<file path="src/rtl/arp_pkg.sv">
// arp_pkg: shared widths, constants and types for the ARP resolver
package arp_pkg;
    localparam int MAC_W = 48;
    localparam int IP_W = 32;
    localparam int AGE_W = 16;
    localparam logic [MAC_W-1:0] BCAST_MAC = '1;
    localparam logic [MAC_W-1:0] ZERO_MAC = '0;
    typedef struct packed {
        logic valid;
        logic [IP_W-1:0] ip;
        logic [MAC_W-1:0] mac;
        logic [AGE_W-1:0] age;
    } arp_entry_t;
    typedef enum logic [1:0] {IDLE, CHECK, REQUEST, WAIT} resolver_state_t;
endpackage

</file>
<file path="src/rtl/arp_resolver_if.sv">
// arp_resolver_if: lookup/response and ARP request handshakes of the resolver
interface arp_resolver_if;
    import arp_pkg::*;
    logic lookup_valid;
    logic lookup_ready;
    logic [IP_W-1:0] lookup_ip;
    logic resp_valid;
    logic resp_hit;
    logic [MAC_W-1:0] resp_mac;
    logic req_valid;
    logic req_ready;
    logic [IP_W-1:0] req_tpa;
    logic [MAC_W-1:0] req_tha;
    modport master (
        output lookup_valid, lookup_ip, req_ready,
        input lookup_ready, resp_valid, resp_hit, resp_mac, req_valid, req_tpa, req_tha
    );
    modport slave (
        input lookup_valid, lookup_ip, req_ready,
        output lookup_ready, resp_valid, resp_hit, resp_mac, req_valid, req_tpa, req_tha
    );
endinterface

</file>
<file path="src/rtl/arp_cache_table.sv">
// arp_cache_table: IP-to-MAC cache with learn/replace, aging, flush and a match port
module arp_cache_table
    import arp_pkg::*;
#(
    parameter int DEPTH = 4,
    parameter int AGE_MAX = 255
) (
    input  logic clk,
    input  logic rst,
    input  logic learn_valid,
    input  logic [IP_W-1:0] learn_ip,
    input  logic [MAC_W-1:0] learn_mac,
    input  logic age_tick,
    input  logic flush,
    input  logic [IP_W-1:0] match_ip,
    output logic match_hit,
    output logic [MAC_W-1:0] match_mac,
    output logic [$clog2(DEPTH+1)-1:0] entries
);
    localparam int IW = $clog2(DEPTH);
    localparam int NW = $clog2(DEPTH+1);
    arp_entry_t tbl_q [DEPTH];
    logic [IW-1:0] victim_q, wr_idx, learn_idx, free_idx;
    logic learn_found, free_found, learn_en;
    logic [NW-1:0] valid_cnt;
    // Descending scan so the lowest matching / free index wins
    always_comb begin
        learn_found = 1'b0;
        learn_idx = '0;
        free_found = 1'b0;
        free_idx = '0;
        match_hit = 1'b0;
        match_mac = ZERO_MAC;
        valid_cnt = '0;
        for (int i = DEPTH - 1; i >= 0; i--) begin
            if (tbl_q[i].valid && tbl_q[i].ip == learn_ip) begin
                learn_found = 1'b1;
                learn_idx = IW'(i);
            end
            if (!tbl_q[i].valid) begin
                free_found = 1'b1;
                free_idx = IW'(i);
            end
            if (tbl_q[i].valid && tbl_q[i].ip == match_ip) begin
                match_hit = 1'b1;
                match_mac = tbl_q[i].mac;
            end
            valid_cnt = valid_cnt + NW'(tbl_q[i].valid);
        end
        learn_en = learn_valid && learn_ip != '0;
        wr_idx = learn_found ? learn_idx : free_found ? free_idx : victim_q;
    end
    always_ff @(posedge clk) begin
        if (rst) begin
            for (int i = 0; i < DEPTH; i++) tbl_q[i] <= '0;
            victim_q <= '0;
            entries <= '0;
        end else begin
            for (int i = 0; i < DEPTH; i++) begin
                if (flush) tbl_q[i].valid <= 1'b0;
                else if (learn_en && wr_idx == IW'(i)) tbl_q[i] <= '{valid: 1'b1, ip: learn_ip, mac: learn_mac, age: '0};
                else if (age_tick && tbl_q[i].valid) begin
                    if (tbl_q[i].age >= AGE_W'(AGE_MAX)) tbl_q[i].valid <= 1'b0;
                    else tbl_q[i].age <= tbl_q[i].age + 1'b1;
                end
            end
            if (flush) victim_q <= '0;
            else if (learn_en && !learn_found && !free_found) victim_q <= victim_q + 1'b1;
            entries <= valid_cnt;
        end
    end
endmodule

</file>
<file path="src/rtl/arp_resolver.sv">
// arp_resolver: resolves IPs from the cache, issuing retried ARP requests on a miss
module arp_resolver
    import arp_pkg::*;
#(
    parameter int DEPTH = 4,
    parameter int TIMEOUT = 1024,
    parameter int RETRIES = 3,
    parameter int AGE_MAX = 255
) (
    input  logic clk,
    input  logic rst,
    input  logic learn_valid,
    input  logic [IP_W-1:0] learn_ip,
    input  logic [MAC_W-1:0] learn_mac,
    input  logic age_tick,
    input  logic flush,
    arp_resolver_if.slave bus,
    output logic [$clog2(DEPTH+1)-1:0] entries
);
    localparam int CW = (TIMEOUT > 1) ? $clog2(TIMEOUT) : 1;
    localparam int RW = (RETRIES > 1) ? $clog2(RETRIES) : 1;
    resolver_state_t state_q, state_d;
    logic [IP_W-1:0] ip_q;
    logic [CW-1:0] cnt_q;
    logic [RW-1:0] retry_q;
    logic resp_valid_q, resp_hit_q, resp_set, resp_hit_d, match_hit, reply, timeout;
    logic [MAC_W-1:0] resp_mac_q, resp_mac_d, match_mac;
    logic [$clog2(DEPTH+1)-1:0] ent;
    arp_cache_table #(.DEPTH(DEPTH), .AGE_MAX(AGE_MAX)) u_table (
        .clk(clk),
        .rst(rst),
        .learn_valid(learn_valid),
        .learn_ip(learn_ip),
        .learn_mac(learn_mac),
        .age_tick(age_tick),
        .flush(flush),
        .match_ip(ip_q),
        .match_hit(match_hit),
        .match_mac(match_mac),
        .entries(ent)
    );
    assign reply = learn_valid && learn_ip == ip_q;
    assign timeout = cnt_q == CW'(TIMEOUT - 1);
    always_comb begin
        state_d = state_q;
        resp_set = 1'b0;
        resp_hit_d = 1'b0;
        resp_mac_d = ZERO_MAC;
        case (state_q)
            IDLE: state_d = bus.lookup_valid ? CHECK : IDLE;
            CHECK: begin
                state_d = match_hit ? IDLE : REQUEST;
                resp_set = match_hit;
                resp_hit_d = match_hit;
                resp_mac_d = match_mac;
            end
            REQUEST: state_d = bus.req_ready ? WAIT : REQUEST;
            WAIT: begin
                // A reply arriving on the timeout cycle still resolves the lookup
                if (reply) begin
                    state_d = IDLE;
                    resp_set = 1'b1;
                    resp_hit_d = 1'b1;
                    resp_mac_d = learn_mac;
                end else if (timeout) begin
                    state_d = (retry_q < RW'(RETRIES - 1)) ? REQUEST : IDLE;
                    resp_set = retry_q >= RW'(RETRIES - 1);
                end
            end
            default: state_d = IDLE;
        endcase
    end
    always_ff @(posedge clk) begin
        if (rst) begin
            state_q <= IDLE;
            ip_q <= '0;
            cnt_q <= '0;
            retry_q <= '0;
            resp_valid_q <= 1'b0;
            resp_hit_q <= 1'b0;
            resp_mac_q <= ZERO_MAC;
        end else begin
            state_q <= state_d;
            if (state_q == IDLE && bus.lookup_valid) ip_q <= bus.lookup_ip;
            cnt_q <= (state_q == WAIT) ? cnt_q + 1'b1 : '0;
            retry_q <= (state_q == CHECK) ? '0 : (state_q == WAIT && state_d == REQUEST) ? retry_q + 1'b1 : retry_q;
            resp_valid_q <= resp_set;
            resp_hit_q <= resp_hit_d;
            resp_mac_q <= resp_mac_d;
        end
    end
    // Outputs are forced low while rst is held so an abandoned request drops at once
    assign bus.lookup_ready = !rst && state_q == IDLE;
    assign bus.req_valid = !rst && state_q == REQUEST;
    assign bus.req_tpa = rst ? '0 : ip_q;
    assign bus.req_tha = ZERO_MAC;
    assign bus.resp_valid = !rst && resp_valid_q;
    assign bus.resp_hit = !rst && resp_hit_q;
    assign bus.resp_mac = rst ? ZERO_MAC : resp_mac_q;
    assign entries = rst ? '0 : ent;
endmodule
</file>
<file path="src/flat_wrapper.sv">
// flat-port wrapper written by rule: the top's interface ports become plain ports
module arp_resolver_flat import arp_pkg::*;
#(
    parameter int DEPTH = 4,
    parameter int TIMEOUT = 1024,
    parameter int RETRIES = 3,
    parameter int AGE_MAX = 255
)
  (clk, rst, learn_valid, learn_ip, learn_mac, age_tick, flush, entries, bus_lookup_valid, bus_lookup_ip, bus_req_ready, bus_lookup_ready, bus_resp_valid, bus_resp_hit, bus_resp_mac, bus_req_valid, bus_req_tpa, bus_req_tha);
  arp_resolver_if bus_i ();
  input  logic clk;
  input  logic rst;
  input  logic learn_valid;
  input  logic [IP_W-1:0] learn_ip;
  input  logic [MAC_W-1:0] learn_mac;
  input  logic age_tick;
  input  logic flush;
  output logic [$clog2(DEPTH+1)-1:0] entries;
  input wire logic [$bits(bus_i.lookup_valid)-1:0] bus_lookup_valid;
  input wire logic [$bits(bus_i.lookup_ip)-1:0] bus_lookup_ip;
  input wire logic [$bits(bus_i.req_ready)-1:0] bus_req_ready;
  output wire logic [$bits(bus_i.lookup_ready)-1:0] bus_lookup_ready;
  output wire logic [$bits(bus_i.resp_valid)-1:0] bus_resp_valid;
  output wire logic [$bits(bus_i.resp_hit)-1:0] bus_resp_hit;
  output wire logic [$bits(bus_i.resp_mac)-1:0] bus_resp_mac;
  output wire logic [$bits(bus_i.req_valid)-1:0] bus_req_valid;
  output wire logic [$bits(bus_i.req_tpa)-1:0] bus_req_tpa;
  output wire logic [$bits(bus_i.req_tha)-1:0] bus_req_tha;
  assign bus_i.lookup_valid = bus_lookup_valid;
  assign bus_i.lookup_ip = bus_lookup_ip;
  assign bus_i.req_ready = bus_req_ready;
  assign bus_lookup_ready = bus_i.lookup_ready;
  assign bus_resp_valid = bus_i.resp_valid;
  assign bus_resp_hit = bus_i.resp_hit;
  assign bus_resp_mac = bus_i.resp_mac;
  assign bus_req_valid = bus_i.req_valid;
  assign bus_req_tpa = bus_i.req_tpa;
  assign bus_req_tha = bus_i.req_tha;
  arp_resolver #(.DEPTH(DEPTH), .TIMEOUT(TIMEOUT), .RETRIES(RETRIES), .AGE_MAX(AGE_MAX)) u_core (.clk(clk), .rst(rst), .learn_valid(learn_valid), .learn_ip(learn_ip), .learn_mac(learn_mac), .age_tick(age_tick), .flush(flush), .bus(bus_i), .entries(entries));
endmodule
</file>
<file path="config.mk">
export PLATFORM = sky130hd
export DESIGN_NAME = arp_resolver_flat
export DESIGN_NICKNAME = d
export VERILOG_FILES = /design/src/rtl/arp_pkg.sv /design/src/rtl/arp_resolver_if.sv /design/src/rtl/arp_cache_table.sv /design/src/rtl/arp_resolver.sv /design/src/flat_wrapper.sv
export SDC_FILE = /design/constraint.sdc
export NUM_CORES = 1
export LEC_CHECK = 0
export CAP_MARGIN = 10
export CORE_MARGIN = 5
export CORE_UTILIZATION = 60
export CTS_BUF_LIST = sky130_fd_sc_hd__clkbuf_8
export DETAILED_ROUTE_END_ITERATION = 7
export PLACE_DENSITY = 0.84
export SLEW_MARGIN = 20
export SYNTH_ARGS = -nofsm -noshare
export SYNTH_HDL_FRONTEND = slang
export SYNTH_SLANG_ARGS = --single-unit
export TNS_END_PERCENT = 50
</file>
<file path="constraint.sdc">
create_clock -name clk -period 11.7 [get_ports clk]
set_input_delay 2.34 -clock clk [delete_from_list [all_inputs] [get_ports clk]]
set_output_delay 2.34 -clock clk [all_outputs]
set_load 0.01 [all_outputs]
</file>
======== Word-level counts from Yosys, hierarchy flattened ========
Memories as Yosys holds them, arrays and structs flattened.
Index checks and enable logic that the tools add are counted.
operators by class
  add/subtract/negate cells ............... 10
  order comparisons ....................... 6
  equality and inequality tests ........... 17
  multiplexer cells ....................... 132
  bitwise gates (word level) .............. 21
  reductions and logical operators ........ 35
operators with widths
  cell                                                   count
  2-to-1 mux 96 bit                                      4
  == test 32 bit                                         9
  2-to-1 mux 48 bit                                      6
  2-to-1 mux 1 bit                                       98
  case mux 48 bit (2 select lines)                       1
  adder 16 x 1 -> 16 bit (second input constant)         4
  >= comparator 16 x 8 -> 1 bit (second input constant)  4
  2-to-1 mux 16 bit                                      4
  2-to-1 mux 32 bit                                      1
  nonzero test 32 bit                                    1
  2-to-1 mux 2 bit                                       14
  logical AND 1 bit                                      26
  OR 1 bit                                               20
  adder 10 x 1 -> 10 bit (second input constant)         1
  == test 10 bit (second input constant)                 1
  == test 2 bit (second input constant)                  5
  case mux 2 bit (4 select lines)                        1
  OR reduction 2 bit                                     3
  adder 2 x 1 -> 2 bit (second input constant)           2
  == test 2 x 1 -> 1 bit (second input constant)         2
  logical NOT 2 bit                                      2
  case mux 1 bit (2 select lines)                        2
  adder 2 x 1 -> 3 bit                                   1
  adder 3 x 1 -> 3 bit                                   1
  other kinds (6)                                        8
storage, ports and cells
  register bits ........................... 101
  bits in writable memories ............... 388
  output and inout port bits .............. 135
  word-level logic and storage cells ...... 231
  memories ................................ 1
memory list
  name                  depth  bits a word  read ports  clocked after memory_dff  write ports  RTL line               RTL
  u_core.u_table.tbl_q  4      97           4           0                         4            arp_cache_table.sv:22  arp_entry_t tbl_q [DEPTH];

======== Logic depth before layout (Yosys ltp) ========
An unclocked memory read counts as a cell.
  depth in word-level cells ............... 16
  depth in mapped cells ................... 12
  depth with buffers taken out ............ 9

======== Modules after synthesis ========
Synthesis repeated with hierarchy kept, for this count alone.
second synthesis, totals
  cell total of the unflattened synthesis .. 2253
  area, all modules ....................... 25363.1 um^2
modules (own cells, without submodules)
  module           times used  cells an instance  area an instance (um^2)  seq. area each (um^2)
  arp_cache_table  1           1730               20776.2                  11751.3
  arp_resolver     1           523                4586.9                   1921.8

======== Least setup slack after synthesis ========
OpenSTA, ideal clock, no wires.
  path type ............................... input -> register
  start point ............................. input port learn_ip[3]
  end point ............................... memory u_core.u_table.tbl_q[1][16] (netlist bit), enable pin
  data arrival time ....................... 8.093 ns
  slack ................................... 3.072 ns
  stages on the path ...................... 10
  buffers on the path ..................... 2
  cell sequence ........................... buf_2 -> xor2_1 -> nor4_1 -> nand4_1 -> or4_4 -> nand3_2 -> o211ai_4 -> buf_2 -> or2_2 -> o21bai_1
RTL lines
  item                RTL line               RTL
  start: declaration  flat_wrapper.sv:14     input logic [IP_W-1:0] learn_ip;
  end: declaration    arp_cache_table.sv:22

==> reports/metrics.json <==
{
  "status": {"value": "finished, violations left"},
  "violations": {"value": "design-rule violations"},
  "clock_path_buffers": {"value": 3},
  "setup_total_negative_slack": {"value": 0, "unit": "ns"},
  "io_buffer_count": {"value": 205},
  "cts.repair_timing.setup_buffer_count": {"value": 0},
  "worst_setup_hold_path_clk_slew": {"value": 0.06, "unit": "ns"},
  "worst-path-max-fanout": {"value": 58},
  "power_leakage": {"value": 10.1, "unit": "nW"},
  "detail_route.wl_per_cell": {"value": 23.2, "unit": "um"},
  "grt.overflow.total": {"value": 0},
  "max_freq": {"value": 149, "unit": "MHz"},
  "post_route_cells_drive_above_1_share": {"value": 7.01, "unit": "%"},
  "detail_route.wirelength": {"value": 68.1, "unit": "mm"},
  "grt_antenna_before_repair": {"value": 5},
  "post_cts.resized_instances": {"value": 0},
  "via_count_of_the_first_global_routing_pass": {"value": 16900},
  "grt_pass1_wl": {"value": 101, "unit": "mm"},
  "max_stage_delay": {"value": 0.84, "unit": "ns"},
  "worst_slew_pin_slew": {"value": 1.01, "unit": "ns"},
  "count_of_maximum_capacitance_violations": {"value": 0},
  "cp_data_arrival_time": {"value": 6.97, "unit": "ns"},
  "finalWorstPathRequiredPeriod": {"value": 6.71, "unit": "ns"},
  "synth-warning-count": {"value": 0},
  "critical_path.endpoint_type": {"value": "flop"},
  "num_rows": {"value": 73},
  "hold_path.startpoint": {"value": "u_core.u_table.victim_q[1]"},
  "final_cell_mix": {"value": "sky130_fd_sc_hd__edfxtp_1 (388), sky130_fd_sc_hd__and2_1 (309), sky130_fd_sc_hd__clkdlybuf4s50_1 (204), sky130_fd_sc_hd__xnor2_1 (189), sky130_fd_sc_hd__xor2_1 (125)"},
  "crit-reg2reg-launch": {"value": "u_core.u_table.tbl_q[1][71]"},
  "cp_cell_sequence": {"value": "clkdlybuf4s50_1 > xor2_1 > nor4_1 > nand4_1 > or4_4 > a21oi_2 > a31oi_2 > or2_2 > o21bai_4 > buf_4"},
  "timing_worst_setup_path_type": {"value": "input pin to flop"},
  "fp.dieW": {"value": 211, "unit": "um"},
  "async_reset_ff_share": {"value": 0, "unit": "%"},
  "drt_pass1_iterations": {"value": 8},
  "flow.area_growth_from_synthesis": {"value": 15.6, "unit": "%"},
  "placement.setup.worst_slack": {"value": 4.44, "unit": "ns"},
  "drt_iter0_drc": {"value": 2164},
  "floorplan.initialDensity": {"value": 60.9, "unit": "%"},
  "clkLatencyLatePin": {"value": 0.67, "unit": "ns"},
  "critPathSlowestCell": {"value": "sky130_fd_sc_hd__buf_4"},
  "layout_worst_path_cycle_share": {"value": 57.3, "unit": "%"},
  "drc": {"value": 10},
  "worst_skew": {"value": 0.0352, "unit": "ns"},
  "place_hpwl": {"value": 44.3, "unit": "mm"},
  "cts.sinks": {"value": 489},
  "critical_path_launch_point_type": {"value": "input pin"},
  "avgViaCountPerCell": {"value": 5.93},
  "fp.dieArea": {"value": 44700, "unit": "um2"},
  "mostFrequentLayoutCell": {"value": "sky130_fd_sc_hd__edfxtp_1"},
  "worst-endpoint-required": {"value": 11.97, "unit": "ns"},
  "power.density_cell_area": {"value": 138, "unit": "nW/um2"},
  "holdBufCountCts": {"value": 0},
  "maxSlewViolCount": {"value": 0},
  "slew-limit-headroom": {"value": 32.6, "unit": "%"},
  "origin_of_the_worst_setup_path": {"value": "learn_ip[4]"},
  "min-delay-path-class": {"value": "flop to flop"},
  "ys.flop_type": {"value": "sky130_fd_sc_hd__edfxtp_1"},
  "timing_hold_violations_final": {"value": 0},
  "cell_area_after_technology_mapping": {"value": 24300, "unit": "um2"},
  "fp.dieH": {"value": 211, "unit": "um"},
  "floorplan.io_pins": {"value": 254},
  "cts_tree": {"value": "built"},
  "placeableCoreArea": {"value": 39900, "unit": "um2"},
  "post-route-cell-area": {"value": 28100, "unit": "um2"},
  "post_synth_num_cell_types": {"value": 58},
  "globalplace.congestion": {"value": 1.04},
  "placedInstanceArea": {"value": 26500, "unit": "um2"},
  "syn-instance-count": {"value": 2179},
  "largest_net_degree_at_the_start_of_global_routing": {"value": 98},
  "report.final.setup_viol": {"value": 0},
  "setup_ws": {"value": 4.99, "unit": "ns"},
  "tritoncts.num_buffers": {"value": 80},
  "final_total_pwr": {"value": 3.89, "unit": "mW"},
  "portion_of_the_post_synthesis_area_used_by_sequential_elements": {"value": 56.2, "unit": "%"},
  "grt_setup_unrepaired": {"value": "false"},
  "ys_seq_elements": {"value": 489},
  "syn-mean-instance-area": {"value": 11.2, "unit": "um2"},
  "number_of_enable_flip_flop_cells_after_synthesis": {"value": 388},
  "max-vdd-ir-drop": {"value": 0.162, "unit": "mV"},
  "nets": {"value": 2473},
  "dr_total_vias": {"value": 17400},
  "route.antenna.remaining_nets": {"value": 0},
  "cts_htree_levels": {"value": 3},
  "global_route.usage.total": {"value": 29.7, "unit": "%"},
  "clk_root_buffer_cell": {"value": "sky130_fd_sc_hd__clkbuf_8"}
}
-- path summary, 6_finish.rpt --
check | endpoint | slack (ns) | cells past startpoint
hold reg to reg | u_core.u_table.victim_q[1] | 0.47 | 2
setup / recovery | u_core.u_table.tbl_q[1][90] | 4.99 | 10
hold / removal | u_core.u_table.victim_q[1] | 0.47 | 2
setup reg to reg | u_core.u_table.tbl_q[1][90] | 7.10 | 9
-- report_power, final --
part           leakage [nW]  internal [mW]  switching, mW
combinational          4.31          0.138          0.208
sequential             4.87           1.95         0.0835
clock                 0.958          0.808          0.696
-- synth_stat cells (10+ instances only) --
cell type	instances	area, um2
sky130_fd_sc_hd__nor2_1	69	259
sky130_fd_sc_hd__nand4_1	49	307
sky130_fd_sc_hd__nor2b_1	92	576
sky130_fd_sc_hd__a222oi_1	48	480
sky130_fd_sc_hd__nand2_1	95	357
sky130_fd_sc_hd__buf_4	60	450
sky130_fd_sc_hd__nor3_1	14	70.1
sky130_fd_sc_hd__clkbuf_1	115	432
sky130_fd_sc_hd__nand3_1	81	405
sky130_fd_sc_hd__o21ai_0	55	275
sky130_fd_sc_hd__buf_2	41	205
sky130_fd_sc_hd__edfxtp_1	388	11700
sky130_fd_sc_hd__and2_1	309	1930
sky130_fd_sc_hd__ha_1	10	125
sky130_fd_sc_hd__o211ai_1	51	383
sky130_fd_sc_hd__inv_1	70	263
sky130_fd_sc_hd__xor2_1	125	1090
sky130_fd_sc_hd__xnor2_1	189	1660
sky130_fd_sc_hd__nor4_1	60	375
sky130_fd_sc_hd__dfxtp_1	101	2020
sky130_fd_sc_hd__a21oi_1	88	440
-- registers in the layout (all words and copies together), names as in the netlist --
register	flops
u_core.resp_hit_q	1
u_core.u_table.victim_q	2
u_core.resp_valid_q	1
u_core.ip_q	32
u_core.resp_mac_q	48
u_core.u_table.tbl_q	388
u_core.cnt_q	10
u_core.state_q	2
u_core.retry_q	2
u_core.u_table.entries	3
-- stage by stage --
stage	cells	util, %	hold slack [ns]
final	2937	70.4	0.467
after global routing	2937	70.4	0.500
after CTS	2935	70.4	0.466
after detailed placement	2786	66.3	0.458
after global placement	2786	66.3	0.442
after floorplan	2258	-	0.430
-- worst max-delay path: cells and delay by family --
kind                      cells  cell delay (ns)
and+or+nand+nor               4             1.77
buffers and inverters         2             1.58
xor gates and xnor gates      1             0.30
AOI/OAI and AO/OA             3             0.89
-- layout make-up --
cell class,instances,area [um2]
inverter,70,263
sequential,489,13700
antenna,2,5.00
clock inverter,51,292
fill,2830,11800
multi-input combinational,1476,9660
clock buffer,98,1350
tap,525,657
timing repair buffer,226,2210
-- metal layers --
metal	share of wire, %	track usage [%]
met5	0.059	0
met1	39	40.9
met3	11	7.10
met4	3.9	11.3
met2	46	46.2
-- cell families (layout without fill, tap and decap cells) --
| logic type | after synthesis | count (layout) | synth area share [%] |
|---|---|---|---|
| AND/OR/NAND/NOR | 798 | 798 | 18.6 |
| multiplexers | 3 | 3 | 0.129 |
| AO/OA/AOI/OAI | 270 | 270 | 7.47 |
| XOR/XNOR | 314 | 314 | 11.3 |
| flip-flops | 489 | 489 | 56.2 |
| adder cells (fa/ha/maj) | 11 | 11 | 0.597 |
| buffers and inverters | 293 | 445 | 5.69 |
| other | 1 | 82 | 0.0154 |
(Power assumes the default switching activity.)
